[src/rtl/regfile_scalar_wb_sched.sv]
// Write-back arbiter, registered RF write stage and per-register pending scoreboard.
// Define TINYGPU_RF_WB_BYPASS_EN to add the write-cycle forwarding outputs.
module regfile_scalar_wb_sched #(
  parameter int NUM_REQ = 3,
  parameter int CNT_W   = 2
) (
  input  logic                  clk,
  input  logic                  rst_n,
  input  logic [NUM_REQ-1:0]    req_valid,
  output logic [NUM_REQ-1:0]    req_ready,
  input  logic [NUM_REQ*5-1:0]  req_waddr,
  input  logic [NUM_REQ*32-1:0] req_wdata,
  output logic                  rf_we,
  output logic [4:0]            rf_waddr,
  output logic [31:0]           rf_wdata,
  input  logic                  sb_set,
  input  logic [4:0]            sb_set_addr,
  output logic                  sb_set_ready,
  input  logic [4:0]            chk_addr_a,
  input  logic [4:0]            chk_addr_b,
  input  logic [4:0]            chk_addr_c,
  output logic                  chk_busy_a,
  output logic                  chk_busy_b,
  output logic                  chk_busy_c
`ifdef TINYGPU_RF_WB_BYPASS_EN
  ,
  output logic                  fwd_valid_a,
  output logic                  fwd_valid_b,
  output logic                  fwd_valid_c,
  output logic [31:0]           fwd_data_a,
  output logic [31:0]           fwd_data_b,
  output logic [31:0]           fwd_data_c
`endif
);

  localparam int PTR_W = (NUM_REQ > 1) ? $clog2(NUM_REQ) : 1;
  localparam logic [CNT_W-1:0] CNT_MAX = '1;
  localparam logic [PTR_W-1:0] LAST = PTR_W'(NUM_REQ - 1);

  logic [PTR_W-1:0] rr_ptr_q, rr_ptr_d;
  logic             rf_we_q, rf_we_d;
  logic [4:0]       rf_waddr_q, rf_waddr_d;
  logic [31:0]      rf_wdata_q, rf_wdata_d;
  logic [CNT_W-1:0] cnt_q [32];
  logic [CNT_W-1:0] cnt_d [32];

  logic [NUM_REQ-1:0] gnt;
  logic               gnt_any;
  logic [PTR_W-1:0]   gnt_idx;
  logic [4:0]         sel_waddr;
  logic [31:0]        sel_wdata;
  logic               inc_en;

  logic [4:0] chk_addr [3];
  logic [2:0] busy;

  assign chk_addr[0] = chk_addr_a;
  assign chk_addr[1] = chk_addr_b;
  assign chk_addr[2] = chk_addr_c;

  // round-robin pick: first valid requester at or after rr_ptr
  always_comb begin
    int j;
    j       = 0;
    gnt     = '0;
    gnt_any = 1'b0;
    gnt_idx = '0;
    for (int k = 0; k < NUM_REQ; k++) begin
      j = (int'(rr_ptr_q) + k) % NUM_REQ;
      if (!gnt_any && req_valid[j]) begin
        gnt_any = 1'b1;
        gnt_idx = PTR_W'(j);
      end
    end
    if (!rst_n) gnt_any = 1'b0;
    if (gnt_any) gnt[gnt_idx] = 1'b1;
  end

  assign req_ready = gnt;
  assign sel_waddr = req_waddr[int'(gnt_idx)*5 +: 5];
  assign sel_wdata = req_wdata[int'(gnt_idx)*32 +: 32];

  // next pointer and write-stage inputs; x0 grants retire silently
  always_comb begin
    rr_ptr_d   = rr_ptr_q;
    rf_we_d    = 1'b0;
    rf_waddr_d = rf_waddr_q;
    rf_wdata_d = rf_wdata_q;
    if (gnt_any) begin
      rr_ptr_d   = (gnt_idx == LAST) ? '0 : gnt_idx + PTR_W'(1);
      rf_we_d    = (sel_waddr != 5'd0);
      rf_waddr_d = sel_waddr;
      rf_wdata_d = sel_wdata;
    end
  end

  // a slot opens when the register is retiring a write this cycle
  assign sb_set_ready = (sb_set_addr == 5'd0)
                     || (cnt_q[sb_set_addr] != CNT_MAX)
                     || (rf_we_q && rf_waddr_q == sb_set_addr);

  assign inc_en = sb_set && sb_set_ready && (sb_set_addr != 5'd0);

  // pending counters: +1 on dispatch, -1 on write-back, both cancel
  always_comb begin
    logic inc, dec;
    inc   = 1'b0;
    dec   = 1'b0;
    cnt_d = cnt_q;
    for (int r = 1; r < 32; r++) begin
      inc = inc_en && (sb_set_addr == 5'(r));
      dec = rf_we_q && (rf_waddr_q == 5'(r));
      if (inc && !dec)
        cnt_d[r] = cnt_q[r] + CNT_W'(1);
      else if (dec && !inc && cnt_q[r] != '0)
        cnt_d[r] = cnt_q[r] - CNT_W'(1);
    end
  end

  // hazard lookup for the three issue sources
  always_comb begin
    busy = '0;
`ifdef TINYGPU_RF_WB_BYPASS_EN
    fwd_valid_a = 1'b0;
    fwd_valid_b = 1'b0;
    fwd_valid_c = 1'b0;
    fwd_data_a  = '0;
    fwd_data_b  = '0;
    fwd_data_c  = '0;
`endif
    for (int i = 0; i < 3; i++) begin
      busy[i] = (chk_addr[i] != 5'd0) && (cnt_q[chk_addr[i]] != '0);
    end
`ifdef TINYGPU_RF_WB_BYPASS_EN
    if (rf_we_q && rf_waddr_q == chk_addr_a && chk_addr_a != 5'd0
        && cnt_q[chk_addr_a] == CNT_W'(1)) begin
      fwd_valid_a = 1'b1;
      fwd_data_a  = rf_wdata_q;
      busy[0]     = 1'b0;
    end
    if (rf_we_q && rf_waddr_q == chk_addr_b && chk_addr_b != 5'd0
        && cnt_q[chk_addr_b] == CNT_W'(1)) begin
      fwd_valid_b = 1'b1;
      fwd_data_b  = rf_wdata_q;
      busy[1]     = 1'b0;
    end
    if (rf_we_q && rf_waddr_q == chk_addr_c && chk_addr_c != 5'd0
        && cnt_q[chk_addr_c] == CNT_W'(1)) begin
      fwd_valid_c = 1'b1;
      fwd_data_c  = rf_wdata_q;
      busy[2]     = 1'b0;
    end
`endif
  end

  assign chk_busy_a = busy[0];
  assign chk_busy_b = busy[1];
  assign chk_busy_c = busy[2];

  assign rf_we    = rf_we_q;
  assign rf_waddr = rf_waddr_q;
  assign rf_wdata = rf_wdata_q;

  // state registers, synchronous reset drops any in-flight write
  always_ff @(posedge clk) begin
    if (!rst_n) begin
      rr_ptr_q   <= '0;
      rf_we_q    <= 1'b0;
      rf_waddr_q <= '0;
      rf_wdata_q <= '0;
      for (int r = 0; r < 32; r++) cnt_q[r] <= '0;
    end else begin
      rr_ptr_q   <= rr_ptr_d;
      rf_we_q    <= rf_we_d;
      rf_waddr_q <= rf_waddr_d;
      rf_wdata_q <= rf_wdata_d;
      for (int r = 0; r < 32; r++) cnt_q[r] <= cnt_d[r];
    end
  end

`ifndef SYNTHESIS
  // a write-back must retire a register that was marked pending
  always_ff @(posedge clk) begin
    if (rst_n && rf_we_q) begin
      assert (cnt_q[rf_waddr_q] != '0
              || (inc_en && sb_set_addr == rf_waddr_q))
        else $error("write-back to r%0d with no pending entry", rf_waddr_q);
    end
  end
`endif

endmodule

[config.mk]
export PLATFORM = sky130hd
export DESIGN_NAME = regfile_scalar_wb_sched
export DESIGN_NICKNAME = d
export VERILOG_FILES = /design/src/rtl/regfile_scalar_wb_sched.sv
export SDC_FILE = /design/constraint.sdc
export NUM_CORES = 1
export LEC_CHECK = 0
export CAP_MARGIN = 10
export CELL_PAD_IN_SITES_DETAIL_PLACEMENT = 2
export CELL_PAD_IN_SITES_GLOBAL_PLACEMENT = 2
export CORE_MARGIN = 3
export CORE_UTILIZATION = 31
export CTS_BUF_LIST = sky130_fd_sc_hd__clkbuf_8
export DETAILED_ROUTE_END_ITERATION = 16
export GPL_TIMING_DRIVEN = 1
export PLACE_DENSITY_LB_ADDON = 0.2
export SLEW_MARGIN = 10
export SYNTH_ARGS = -nofsm -noshare
export SYNTH_HDL_FRONTEND = slang
export SYNTH_SLANG_ARGS = --single-unit
[constraint.sdc]
create_clock -name clk -period 4.2 [get_ports clk]
set_input_delay 0.42 -clock clk [delete_from_list [all_inputs] [get_ports clk]]
set_output_delay 0.42 -clock clk [all_outputs]
set_load 0.01 [all_outputs]
Yosys cells after proc, flatten, opt, wreduce, memory -nomap -nowiden

Cells that the tools add are included.

Reduce and logical (&&, ||, !) cells: 302
Shifts and indexed selects: 2
Mux-type cells: 94
Add/subtract/negate cells: 65
Bitwise gates (word level): 4
Equal/unequal tests: 65
$mul: 1
Div/mod/pow operators: 3
Order comparisons: 9

Operators with widths:

| cell                  | number |
|---|---|
| $logic_and 1x1->1     | 164 |
| $eq 5x5->1 const B    | 32 |
| $mux 2                | 74 |
| $reduce_bool 2->1     | 65 |
| $lt 32x4->1 const B   | 3 |
| $shiftx 96x8->32      | 1 |
| $eq 5x4->1 const B    | 16 |
| $add 2x1->2 const B   | 32 |
| $logic_not 1->1       | 64 |
| $mod 32x3->32 const B | 2 |
| $sub 2x1->2 const B   | 31 |
| $bmux 2 s5            | 4 |
| $eq 5x3->1 const B    | 8 |
| $mod 3x3->32 const B  | 1 |
| $reduce_bool 5->1     | 5 |
| $ge 6x6->1 const B    | 4 |
| $not 5->6             | 4 |
| $eq 5x2->1 const B    | 4 |
| $shiftx 15x6->5       | 1 |
| $mux 1                | 11 |
| $eq 5x1->1 const B    | 2 |
| $bmux 1 s2            | 3 |
| $eq 5x5->1            | 1 |
| $logic_not 5->1       | 1 |
| 11 further kinds      | 12 |

Logic and storage cells: 580
Flip-flop bits (word level): 102
Bits of input ports: 137

Depth between registers and ports, before layout

Depth after elaboration: 16
Gate-level depth with buffers: 11
Gate-level depth less buffers: 9

Least setup slack after synthesis

OpenSTA, ideal clock, no wires.

Kind: flip-flop to output port
Start: reg rr_ptr_q[0]
End: out req_ready[0]
Arrival time: 2243 ps
Path slack: 1537 ps
Stages on the path, launching flop included: 9
Buffers on the path: 2
Data required time: 3780 ps
Cells stage by stage: dfxtp_1 inv_1 ha_1 maj3_1 a221o_1 or2_0 clkbuf_1 nor3_2 buf_2

Longest elaborated chain between the ends: 16
Elaborated cells on any way between the ends: 31
Those cells by class: 2 x add/sub; 3 x div; 2 x order compare; 19 x mux; 5 x reduce/logical

Ends and longest elaborated chain:

| element                                                | line | source |
|---|---|---|
| from (decl)                                            | 40   | `logic [PTR_W-1:0] rr_ptr_q, rr_ptr_d;` |
| from (signal assigned)                                 | 173  | `rr_ptr_q <= rr_ptr_d;` |
| branches (longest 15 deep; another with $mod 32x3->32) | --   |  |
| $mux 3 (*)                                             | 76   | `if (gnt_any) gnt[gnt_idx] = 1'b1;` |
| to (decl)                                              | 10   | `output logic [NUM_REQ-1:0] req_ready,` |

Every way passes the cells marked *. The select of a mux whose other input is x is not followed.

Final worst setup path

Start: reg rr_ptr_q[0]
End: out req_ready[1]

Same word-level chain as after synthesis.

==> results.md <==
- Hold violation count in the final report: 0
- Filler instances: 2335
- Gpl congestion: 0.860
- Switch share: 0.390
- Post-Syn Area: 6660 sq um
- Die Ht: 153 microns
- First DRT Iteration DRCs: 489
- Critical path arrival: 3.31 ns
- Detail Placement HPWL: 22.4 mm
- Longest Clk Path Bufs: 2
- CTS tree: done
- Share of layout cells above drive strength 1: 0.0768
- Setup_tns: 0 ns
- Cells after Synth: 807
- Post-synth EDFFs: 0
- Reg2reg setup slack: 1.15 ns
- GRT Total Usage: 0.239
- Max-Cap Viols: 0
- Core area: 20700 sq um
- Clk pin slew, worst setup/hold paths: 0.11 ns
- Final Critical Period: 3.73 ns
- Switching power: 1.34 mW
- PwrDens: 387 nW/um^2
- Ys flop type: dfxtp_1
- CP startpoint kind: flop
- Initial Util: 0.322
- Clock Latency Late Sink: 0.39 ns
- Slew headroom: 0.321
- Cell internal pwr: 2.11 mW
- Synth unique cells: 63
- First-pass GRT wire length: 44.8 mm
- Reg2Reg Capture Point: rf_we
- Post-Layout Cell Count: 1234
- Die Width: 153 microns
- Worst R2R Start: rr_ptr_q[0]
- CP Max Fanout: 10
- N_diodes: 0
- Post-synth top area cell: dfxtp_1
- Worst EP required: 3.78 ns
- CTS Buf Count: 9
- R2R cell count: 10
- Antenna-violating nets left: 0
- Antenna violations before repair: 1
- Pleak: 3.04 nW
- Clk pwr share: 0.197
- Worst setup path endpoint: req_ready[1]
- Wire per inst: 23.3 microns
- #FFs+latches synth: 102
- Detailed Routing Iterations Pass 1: 5
- Slew @ Worst Pin: 1.02 ns
- Register area share after synthesis: 0.307
- Fin. max-slew vios: 0
- Vias in the first global route: 7794
- Setup CP Type: reg -> out
- Port-buffer cells: 181
- RSZ-0062 raised after global routing: false
- Postcts setup bufs: 0
- H-tree depth: 3
- Root Driver: clkbuf_8
- Sequential power share: 0.367
- Std-Cell Rows: 52
- Largest net degree at the start of global routing: 65
- Setup crit end kind: output pin
- Grt ovf: 0
- Final setup viols: 0
- Status: finished clean
- Routed vias/inst: 5.87
- Drt total wl: 28.8 mm
- Syn_nets: 946
- Crit. Startpoint: rr_ptr_q[0]
- Syn-to-layout area delta: 33.7%
- Synthesis warning total: 0
- FFs w/ async S/R, synth: 0
- Syn avg cell area: 8.25 sq um
- Final Cycle Share: 0.889
- Sink Count: 102
- Placed Cells: 1218
- Combinational fraction of design power: 0.436
- Synth top cells by count: dfxtp_1, a21oi_1, nand2_1, nor2_1, o21ai_0
- Hold WC Path Type: reg -> reg
- Worst vdd ir: 0.178 mV
- CTS Hold Bufs: 0
- Die Area: 23300 sq um
- Yosys top cell area share: 0.307
- CTS resizes: 0
- Fmax: 268 MHz
- Drc violations: 0
- Synth area leaders: dfxtp_1, mux4_2, a21oi_1, nand2_1, o21ai_0
- IO Pins: 182
- Via count of the routed design: 7243
- Final Skew: 0.0170 ns
- Final Util: 0.431
- Final net count: 1098
- Count leader, synth: dfxtp_1
==> cell families (layout without fill, tap and decap cells) <==
group	Yosys count	after routing	synth area share
flops	102	102	0.307
compound gates	283	283	0.285
xor+xnor	8	8	0.0105
buf+inv	66	223	0.0419
fa+ha+maj	4	4	0.00676
mux	38	38	0.121
simple gates	306	306	0.229
==> power by group through the flow <==
stage | Combinational (mW) | Sequential, mW | Clock (mW)
after global placement | 1.49 | 1.28 | 0
final | 1.50 | 1.27 | 0.679
after global routing | 1.65 | 1.29 | 0.739
after CTS | 1.53 | 1.27 | 0.708
after floorplan | 0.746 | 1.28 | 0
after detailed placement | 1.52 | 1.29 | 0
==> critical path, cell delays in order, from the launching register on <==
cell,delay [ns]
dfxtp_1,0.38
inv_1,0.06
ha_1,0.39
maj3_1,0.38
a221o_1,0.49
nor2_1,0.44
and2_1,0.22
clkdlybuf4s50_1,0.57
==> state kept, by name, indices dropped and copies added (netlist names) <==
register	flops
cnt_q	62
rf_waddr	5
rf_wdata	32
rf_we	1
rr_ptr_q	2
==> area by class of cell <==
| class | instances | area (sq um) | share of cell area |
|---|---|---|---|
| Timing Repair Buffer | 197 | 1930 | 0.217 |
| Sequential cell | 102 | 2040 | 0.229 |
| Tap cell | 270 | 338 | 0.0379 |
| Clock buffer | 10 | 138 | 0.0154 |
| Multi-Input combinational cell | 639 | 4350 | 0.488 |
| Clock inverter | 6 | 70.1 | 0.00787 |
| Inverter | 10 | 37.5 | 0.00421 |
==> how the worst min path moves through the flow <==
stage,from,to,slack (ns),depth (start not counted)
2_1_floorplan,rr_ptr_q[1],rr_ptr_q[1],0.45,1
3_3_place_gp,rf_wdata[20],rf_wdata[20],0.44,2
3_5_place_dp,rf_wdata[7],rf_wdata[7],0.45,2
4_1_cts,rf_wdata[7],rf_wdata[7],0.47,2
5_1_grt,rf_wdata[7],rf_wdata[7],0.50,2
6_report,rf_wdata[7],rf_wdata[7],0.47,2
==> metrics by stage <==
step | area, sq um | power, mW | hold slack, ns | setup WS [ns]
floorplan | 6660 | 2.02 | 0.453 | 1.54
finish | 8910 | 3.45 | 0.466 | 0.466
CTS | 8910 | 3.50 | 0.473 | 0.382
detailed placement | 8700 | 2.80 | 0.449 | 0.511
global route | 8910 | 3.68 | 0.501 | 0.242
global placement | 8700 | 2.77 | 0.436 | 0.648
==> cell usage in the layout (no fill, tap or decap), types with 16 or more instances in the layout <==
cell type / instances
a222oi_1: 20
buf_4: 16
nand3_1: 20
mux4_2: 31
and3_1: 28
nand2_1: 76
a211oi_1: 24
a21oi_1: 88
o21a_1: 23
clkdlybuf4s50_1: 181
o21ai_0: 56
a22o_1: 20
nand2b_1: 32
dfxtp_1: 102
nor3_1: 37
nor2_1: 67
==> layer usage <==
| layer | vias up | GRT usage | wire length (microns) |
|---|---|---|---|
| li1 | 3374 | - | - |
| met5 | - | 0 | 13 |
| met3 | 30 | 0.0625 | 1830 |
| met4 | 2 | 0.0547 | 533 |
| met2 | 213 | 0.425 | 14700 |
| met1 | 3624 | 0.290 | 11700 |
No activity file was read; power rests on OpenSTA's default activity.
